[config.mk]
export PLATFORM = sky130hd
export DESIGN_NAME = mar_addr_seq
export DESIGN_NICKNAME = d
export VERILOG_FILES = /design/src/rtl/mar_addr_seq.sv
export SDC_FILE = /design/constraint.sdc
export NUM_CORES = 1
export LEC_CHECK = 0
export ABC_AREA = 1
export CAP_MARGIN = 20
export CORE_MARGIN = 2
export CORE_UTILIZATION = 49
export DETAILED_ROUTE_END_ITERATION = 10
export PLACE_DENSITY_LB_ADDON = 0.3
export SLEW_MARGIN = 15
export SYNTH_ARGS = -nofsm -noshare
export SYNTH_HDL_FRONTEND = slang
export SYNTH_SLANG_ARGS = --single-unit
[constraint.sdc]
create_clock -name clk -period 4 [get_ports clk]
set_input_delay 1.2 -clock clk [delete_from_list [all_inputs] [get_ports clk]]
set_output_delay 1.2 -clock clk [all_outputs]
set_load 0.1 [all_outputs]
[src/rtl/mar_addr_seq.sv]
// -----------------------------------------------------------------------------
// mar_addr_seq
//
// Memory-address-register sequencer. Selects the MAR value from one of NIN
// data-input sources or a constant vector table and registers it. It also
// supports single increments and counted bursts, so the memory controller can
// walk sequential addresses without the datapath reloading the MAR each cycle.
//
// Ports:
//   clk          in   1         system clock, rising-edge active
//   reset        in   1         synchronous, active-high reset
//   d_in         in   NIN*AW    flattened sources, source k at [k*AW +: AW]
//   mar_sel      in   SELW      source select (used with mar_ld / burst_start)
//   mar_ld       in   1         load the selected source into mar_q
//   mar_inc      in   1         mar_q += INC (wrapping)
//   burst_start  in   1         load the selected source and start a burst
//   burst_len    in   LENW      burst address count, sampled with burst_start
//   adv          in   1         consumer accepted the current burst address
//   mar_q        out  AW        registered MAR value
//   busy         out  1         high while a burst is in progress
//   done         out  1         one-cycle pulse at burst completion
//   sel_err      out  1         one-cycle pulse on an out-of-range select
// -----------------------------------------------------------------------------
module mar_addr_seq #(
   parameter int          AW    = 32,
   parameter int          NIN   = 3,
   parameter int          SELW  = 4,
   parameter logic [31:0] VEC0  = 32'h3FF,
   parameter logic [31:0] VECB  = 32'h2A1,
   parameter int          VSTEP = 2,
   parameter int          NVEC  = 5,
   parameter int          INC   = 1,
   parameter int          LENW  = 8
) (
   input  logic                clk,
   input  logic                reset,
   input  logic [NIN*AW-1:0]   d_in,
   input  logic [SELW-1:0]     mar_sel,
   input  logic                mar_ld,
   input  logic                mar_inc,
   input  logic                burst_start,
   input  logic [LENW-1:0]     burst_len,
   input  logic                adv,
   output logic [AW-1:0]       mar_q,
   output logic                busy,
   output logic                done,
   output logic                sel_err
);

   typedef enum logic {
      S_IDLE  = 1'b0,
      S_BURST = 1'b1
   } state_t;

   state_t            r_state;
   logic [AW-1:0]     r_mar;
   logic [LENW-1:0]   r_rem;
   logic              r_done;
   logic              r_sel_err;

   state_t            w_state_nxt;
   logic [AW-1:0]     w_mar_nxt;
   logic [LENW-1:0]   w_rem_nxt;
   logic              w_done_nxt;
   logic              w_sel_err_nxt;

   logic [AW-1:0]     w_src;
   logic              w_sel_ok;
   logic [AW-1:0]     w_mar_plus;

   // Source decode: data inputs first, then the fixed vector, then the table.
   // Vector constants are resized to AW bits (truncate or zero-extend).
   // NOTE: every combinational output gets a default first so no path leaves
   // it unassigned, which would otherwise infer a latch.
   always_comb begin
      w_src    = '0;
      w_sel_ok = 1'b0;
      for (int k = 0; k < NIN; k++) begin
         if (mar_sel == SELW'(k)) begin
            w_src    = d_in[k*AW +: AW];
            w_sel_ok = 1'b1;
         end
      end
      if (mar_sel == SELW'(NIN)) begin
         w_src    = AW'(VEC0);
         w_sel_ok = 1'b1;
      end
      for (int k = 0; k < NVEC; k++) begin
         if (mar_sel == SELW'(NIN + 1 + k)) begin
            w_src    = AW'(VECB + 32'(k * VSTEP));
            w_sel_ok = 1'b1;
         end
      end
   end

   // Increment wraps modulo 2^AW by construction of the AW-bit add.
   assign w_mar_plus = r_mar + AW'(INC);

   // Next-state and command handling.
   always_comb begin
      w_state_nxt   = r_state;
      w_mar_nxt     = r_mar;
      w_rem_nxt     = r_rem;
      w_done_nxt    = 1'b0;
      w_sel_err_nxt = 1'b0;

      unique case (r_state)
         S_IDLE: begin
            // Priority: burst_start > mar_ld > mar_inc > hold.
            if (burst_start) begin
               if (w_sel_ok) begin
                  w_mar_nxt = w_src;
                  if (burst_len != '0) begin
                     w_rem_nxt   = burst_len;
                     w_state_nxt = S_BURST;
                  end else begin
                     // Zero-length burst completes immediately.
                     w_done_nxt = 1'b1;
                  end
               end else begin
                  w_sel_err_nxt = 1'b1;
               end
            end else if (mar_ld) begin
               if (w_sel_ok) begin
                  w_mar_nxt = w_src;
               end else begin
                  w_sel_err_nxt = 1'b1;
               end
            end else if (mar_inc) begin
               w_mar_nxt = w_mar_plus;
            end
         end

         S_BURST: begin
            // Load/inc/start/select are ignored here; only adv matters.
            if (adv) begin
               w_mar_nxt = w_mar_plus;
               w_rem_nxt = r_rem - LENW'(1);
               if (r_rem == LENW'(1)) begin
                  w_done_nxt  = 1'b1;
                  w_state_nxt = S_IDLE;
               end
            end
         end

         default: begin
            w_state_nxt = S_IDLE;
         end
      endcase
   end

   // NOTE: sequential state uses non-blocking assignments so every register
   // samples the pre-edge values, independent of statement order.
   always_ff @(posedge clk) begin
      if (reset) begin
         r_state   <= S_IDLE;
         r_mar     <= '0;
         r_rem     <= '0;
         r_done    <= 1'b0;
         r_sel_err <= 1'b0;
      end else begin
         r_state   <= w_state_nxt;
         r_mar     <= w_mar_nxt;
         r_rem     <= w_rem_nxt;
         r_done    <= w_done_nxt;
         r_sel_err <= w_sel_err_nxt;
      end
   end

   assign mar_q   = r_mar;
   assign busy    = (r_state == S_BURST);
   assign done    = r_done;
   assign sel_err = r_sel_err;

endmodule
Word-level counts from Yosys, hierarchy flattened
Cells that the tools add are included.
W data, S select, Z words.
{"block": "totals", "register_bits": 43, "n_memories": 0, "output_inout_bits": 35, "ram_bits": 0, "latch_bits": 0, "inputBits": 114, "mem_bits_ro": 0}
{"block": "classes", "n_mux": 44, "n_lt_le_gt_ge": 0, "div_mod_pow": 0, "n_eq_ne": 14, "n_mul": 0, "n_bitwise": 1, "n_reduce_logical": 5, "n_shift": 0, "addsub": 2}
{"cell": "$mux W32", "n": 14}
{"cell": "$pmux W32 S2", "n": 1}
{"cell": "$add A32 B1 Y32 const B", "n": 1}
{"cell": "$mux W8", "n": 4}
{"cell": "$mux W1", "n": 22}
{"cell": "$eq A4 B3 Y1 const B", "n": 4}
{"cell": "$pmux W8 S2", "n": 1}
{"cell": "$eq A4 B2 Y1 const B", "n": 2}
{"cell": "$eq A8 B1 Y1 const B", "n": 1}
{"cell": "$ne A2 B2 Y1 const B", "n": 4}
{"cell": "$reduce_bool A8 Y1", "n": 1}
{"cell": "$sub A8 B1 Y8 const B", "n": 1}
{"cell": "$eq A4 B1 Y1 const B", "n": 1}
{"cell": "$eq A4 B4 Y1 const B", "n": 1}
{"cell": "$logic_not A4 Y1", "n": 1}
{"cell": "$ne A4 B4 Y1 const B", "n": 1}
{"cell": "$pmux W1 S2", "n": 2}
{"cell": "$reduce_and A4 Y1", "n": 1}
{"cell": "$reduce_and A2 Y1", "n": 1}
{"cell": "$reduce_or A2 Y1", "n": 1}
{"cell": "$not A1 Y1", "n": 1}

Depth between registers and ports, before layout
{"block": "logic_depth", "word_depth": 14, "mapped_depth": 12}

Worst setup path before layout
Ideal clock, no wire load.
{"block": "synth_path", "path_kind": "register to register", "from": "register r_mar[1], in the netlist mar_q[1]", "to": "register r_mar[22], in the netlist mar_q[22]", "arrival_ns": 2.254, "path_buffers": 0, "synth_period_minus_slack_ns": 2.389, "setup_slack_ns": 1.611, "path_stages_with_launch": 11, "required_time_ns": 3.865, "setup_time_ns": 0.135, "path_cell_list": "dfxtp_1 ha_1 nand2_1 nor2_1 nand3_2 nor2_4 nand3_1 nand2_1 nand2_1 nand2_1 a21oi_1"}
{"block": "synth_via", "elab_chain_len": 5, "word_cells_on_any_way": 6}
{"item": "from (decl)", "line": "56", "source": "logic [AW-1:0] r_mar;"}
{"item": "from (signal assigned)", "line": "163", "source": "r_mar <= w_mar_nxt;"}
{"item": "$add A32 B1 Y32 (*)", "line": "97", "source": "assign w_mar_plus = r_mar + AW'(INC);"}
{"item": "$mux W32", "line": "129", "source": "end else if (mar_inc) begin"}
{"item": "$mux W32", "line": "123", "source": "end else if (mar_ld) begin"}
{"item": "$mux W32", "line": "110", "source": "if (burst_start) begin"}
{"item": "$pmux W32 S2 (*)", "line": "107", "source": "unique case (r_state)"}
Mark *: on every way between the ends. The rest lies on a longest branch, timed or not. The select of a mux whose other input is x is not followed.
A chain may end at the register's enable or synchronous reset.

Worst setup path after layout
{"block": "layout_path", "from": "input mar_sel[0]", "to": "register r_rem[5]"}
{"block": "layout_via", "elab_chain_len": 12, "word_cells_on_any_way": 20}
{"item": "from (decl)", "line": "38", "source": "input logic [SELW-1:0] mar_sel,"}
{"item": "$logic_not A4 Y1", "line": "79", "source": "if (mar_sel == SELW'(k)) begin"}
{"item": "$mux W1 (3 in a row)", "line": "79"}
{"item": "$mux W1", "line": "84", "source": "if (mar_sel == SELW'(NIN)) begin"}
{"item": "$mux W1 (4 in a row)", "line": "89", "source": "if (mar_sel == SELW'(NIN + 1 + k)) begin"}
{"item": "$mux W1 (*)", "line": "89"}
{"item": "$ne A2 B2 Y1 (no line) (*)"}
{"item": "$reduce_and A4 Y1 (no line) (*)"}
{"item": "to (signal assigned)", "line": "164", "source": "r_rem <= w_rem_nxt;"}
{"item": "to (decl)", "line": "57", "source": "logic [LENW-1:0] r_rem;"}
Mark *: on every way between the ends. The rest lies on a longest branch, timed or not.

==> results.json <==
{
  "syn_to_final_growth_pct": 37.45,
  "outcome": "completed",
  "wl_per_cell_um": 14.09,
  "die_area_um2": 8915,
  "die_h_um": 94.42,
  "synth_cell_types": 36,
  "period_share_pct": 77.85,
  "cp.arrival_ps": 3360,
  "dr.pass1.iters": 5,
  "io_pins": 149,
  "p_leak_uw": 0.002321,
  "worstMarginPinSlew_ps": 964.6,
  "rsz0062_at_grt": "false",
  "seqPwrFrac_pct": 36.0,
  "final_cell_mix": "nand2_1 (263), nor2_1 (133), clkdlybuf4s50_1 (115), nand3_1 (64), inv_1 (58)",
  "viasPerCell": 5.493,
  "antenna_found_initial": 0,
  "drc": 0,
  "clkPwrFrac_pct": 20.5,
  "first_global_vias": 5087,
  "cp-end-kind": "flop",
  "max_slew_margin_pct": 35.49,
  "cp.required_ps": 4250,
  "wirelength_um": 13920,
  "grt_max_degree": 32,
  "setup_ws_ps": 886.1,
  "hold_viol": 0,
  "tns_ps": 0,
  "critical-path-top-delay-family": "simple AND/OR/NAND/NOR gates",
  "timing.final.max_slew_violations": 0,
  "antennaDiodeCount": 0,
  "dp_slack_ps": 605.2,
  "setup_violations": 0,
  "cts_tree": "yes",
  "clk_pin_slew_ps": 90,
  "dieWidth_um": 94.42,
  "max_freq_mhz": 321.1,
  "cp_slowest_cell": "clkdlybuf4s50_1",
  "critPathBufInv": 1,
  "post_cts_buffers": 0,
  "cp_slowest_stage_delay_ps": 560,
  "drv_cap": 0,
  "dpl-instance-area_um2": 5421,
  "cp_max_fo": 15,
  "final_common_cell": "nand2_1",
  "synth-seq-cells": 43,
  "path_common_cell": "nand2_1",
  "synthCells": 753,
  "hold_path.class": "reg2reg",
  "ant_nets": 0,
  "numCtsBuffers": 5,
  "combPwrFrac_pct": 43.5,
  "swShare_pct": 43.08,
  "fin_skew_ps": 9.012,
  "core_um2": 7807,
  "crit_path_start_kind": "input port",
  "insertion_delay_ps": 310,
  "first_iter_violations": 387,
  "period_minus_slack_ps": 3114,
  "postLayoutCoreUtil_pct": 70.53,
  "hpwl_um": 10780,
  "root_buffer": "clkbuf_8",
  "ys_seq_area_share_pct": 21.49,
  "postSynthNetCount": 870,
  "p_per_area_nw_per_um2": 256.5,
  "ctsResizeCount": 0,
  "worst-setup-path-type": "in2reg",
  "clk_path_buf_depth": 2,
  "p_int_uw": 804.0,
  "power.switching_uw": 608.4,
  "ir_worst_vdd_v": 0.0002801,
  "syn_avg_cell_area_um2": 5.321,
  "io_buffers": 148,
  "crit_chain": "clkdlybuf4s50_1 > nor2_1 > nand3_2 > nand2_2 > nand2_1 > nand2_1 > nand3_2 > nor2_1 > nand2_1 > a21oi_1",
  "row_count": 32,
  "grtUsageTotal_pct": 31.18,
  "drive_above_1_share_pct": 8.578,
  "grt_pass1_wl_um": 22550,
  "nNetsFinal": 1002,
  "h-tree-depth": 2,
  "final_area_um2": 5507,
  "start_util_pct": 51.31,
  "synth_area_um2": 4006,
  "routabilityCongestion": 1.029,
  "yosys_warnings": 0,
  "grt-ovfl-total": 0,
  "vias": 5427,
  "cts_hold_buf": 0,
  "clock_sinks": 43
}
==> area by class of cell <==
class	count	area, um^2
Multi-Input combinational cell	616	2749
Fill cell	701	2301
Timing Repair Buffer	153	1436
Sequential cell	43	860.8
Inverter	66	247.7
Tap cell	102	127.6
Clock buffer	6	72.57
Clock inverter	2	12.51
==> kinds of logic after synthesis <==
| family | Yosys count | synth area share [%] |
|---|---|---|
| AO/OA/AOI/OAI | 104 | 13.99 |
| XOR/XNOR | 5 | 1.093 |
| adder cells (fa/ha/maj) | 3 | 0.9370 |
| buffers and inverters | 94 | 10.02 |
| flip-flops | 43 | 21.49 |
| multiplexers | 1 | 0.2499 |
| AND/OR/NAND/NOR | 503 | 52.22 |
==> layer usage <==
layer	wire length (um)	GRT usage, %
met5	0	0
met4	348	10.75
met3	1103	5.986
met2	6984	58.39
met1	5484	35.07
==> power groups by stage <==
stage | Clock, uW | Combinational (uW) | Sequential (uW)
3_5_place_dp | 0 | 609 | 517
2_1_floorplan | 0 | 234 | 677
4_1_cts | 288 | 611 | 507
6_report | 289 | 615 | 509
3_3_place_gp | 0 | 598 | 515
5_1_grt | 305 | 660 | 513
==> worst min-delay path, stage by stage (launching register included) <==
cell and delay, ps:
dfxtp_1 330, nand2_1 70, a21oi_1 60
==> through the flow <==
stage	cells	power [uW]	hold WS (ps)
4_1_cts	988	1407	496.8
6_report	988	1412	493.5
3_5_place_dp	980	1126	483.3
5_1_grt	988	1477	529.0
3_3_place_gp	980	1113	468.7
2_1_floorplan	753	910.5	456.7
==> final timing paths <==
path	startpoint	to	slack (ps)	cells after the start
setup / recovery	mar_sel[0]	r_rem[5]$_SDFFE_PP0P_	890	10
hold / removal	r_rem[5]$_SDFFE_PP0P_	r_rem[5]$_SDFFE_PP0P_	490	2
setup reg to reg	busy$_SDFF_PP0_	mar_q[9]$_SDFFE_PP0P_	1890	7
hold reg to reg	r_rem[5]$_SDFFE_PP0P_	r_rem[5]$_SDFFE_PP0P_	490	2
==> synthesized netlist by cell type <==
cell / n / area [um^2]
a31oi_1: 1 / 6.260
o31ai_1: 1 / 7.510
clkbuf_1: 11 / 41.29
nand2_2: 6 / 37.54
buf_4: 6 / 45.04
o21a_1: 2 / 15.01
nand2_1: 263 / 987.2
nor3_1: 6 / 30.03
nand3_2: 3 / 30.03
nand4_1: 14 / 87.58
nor2_1: 135 / 506.7
xnor2_1: 3 / 26.28
nor2_2: 3 / 18.77
buf_2: 8 / 40.04
or2_2: 2 / 12.51
o21ai_1: 3 / 15.01
ha_1: 3 / 37.54
o21ai_0: 45 / 225.2
clkbuf_2: 1 / 5.000
buf_6: 2 / 22.52
mux2i_1: 1 / 10.01
nand2_4: 1 / 11.26
inv_2: 8 / 30.03
dfxtp_1: 43 / 860.8
xor2_1: 2 / 17.52
nand3b_1: 2 / 15.01
a21oi_2: 3 / 26.28
o211ai_1: 4 / 30.03
nor4_1: 1 / 6.260
a21oi_1: 43 / 215.2
nor2_4: 2 / 22.52
a211oi_2: 1 / 12.51
nand3_1: 64 / 320.3
and3_1: 1 / 6.260
inv_1: 58 / 217.7
a22oi_1: 1 / 7.510
==> registers in the layout, indices dropped and copies added (netlist names) <==
signal / count
mar_q: 32
r_rem: 8
busy: 1
done: 1
sel_err: 1
(Power assumes the default switching activity.)
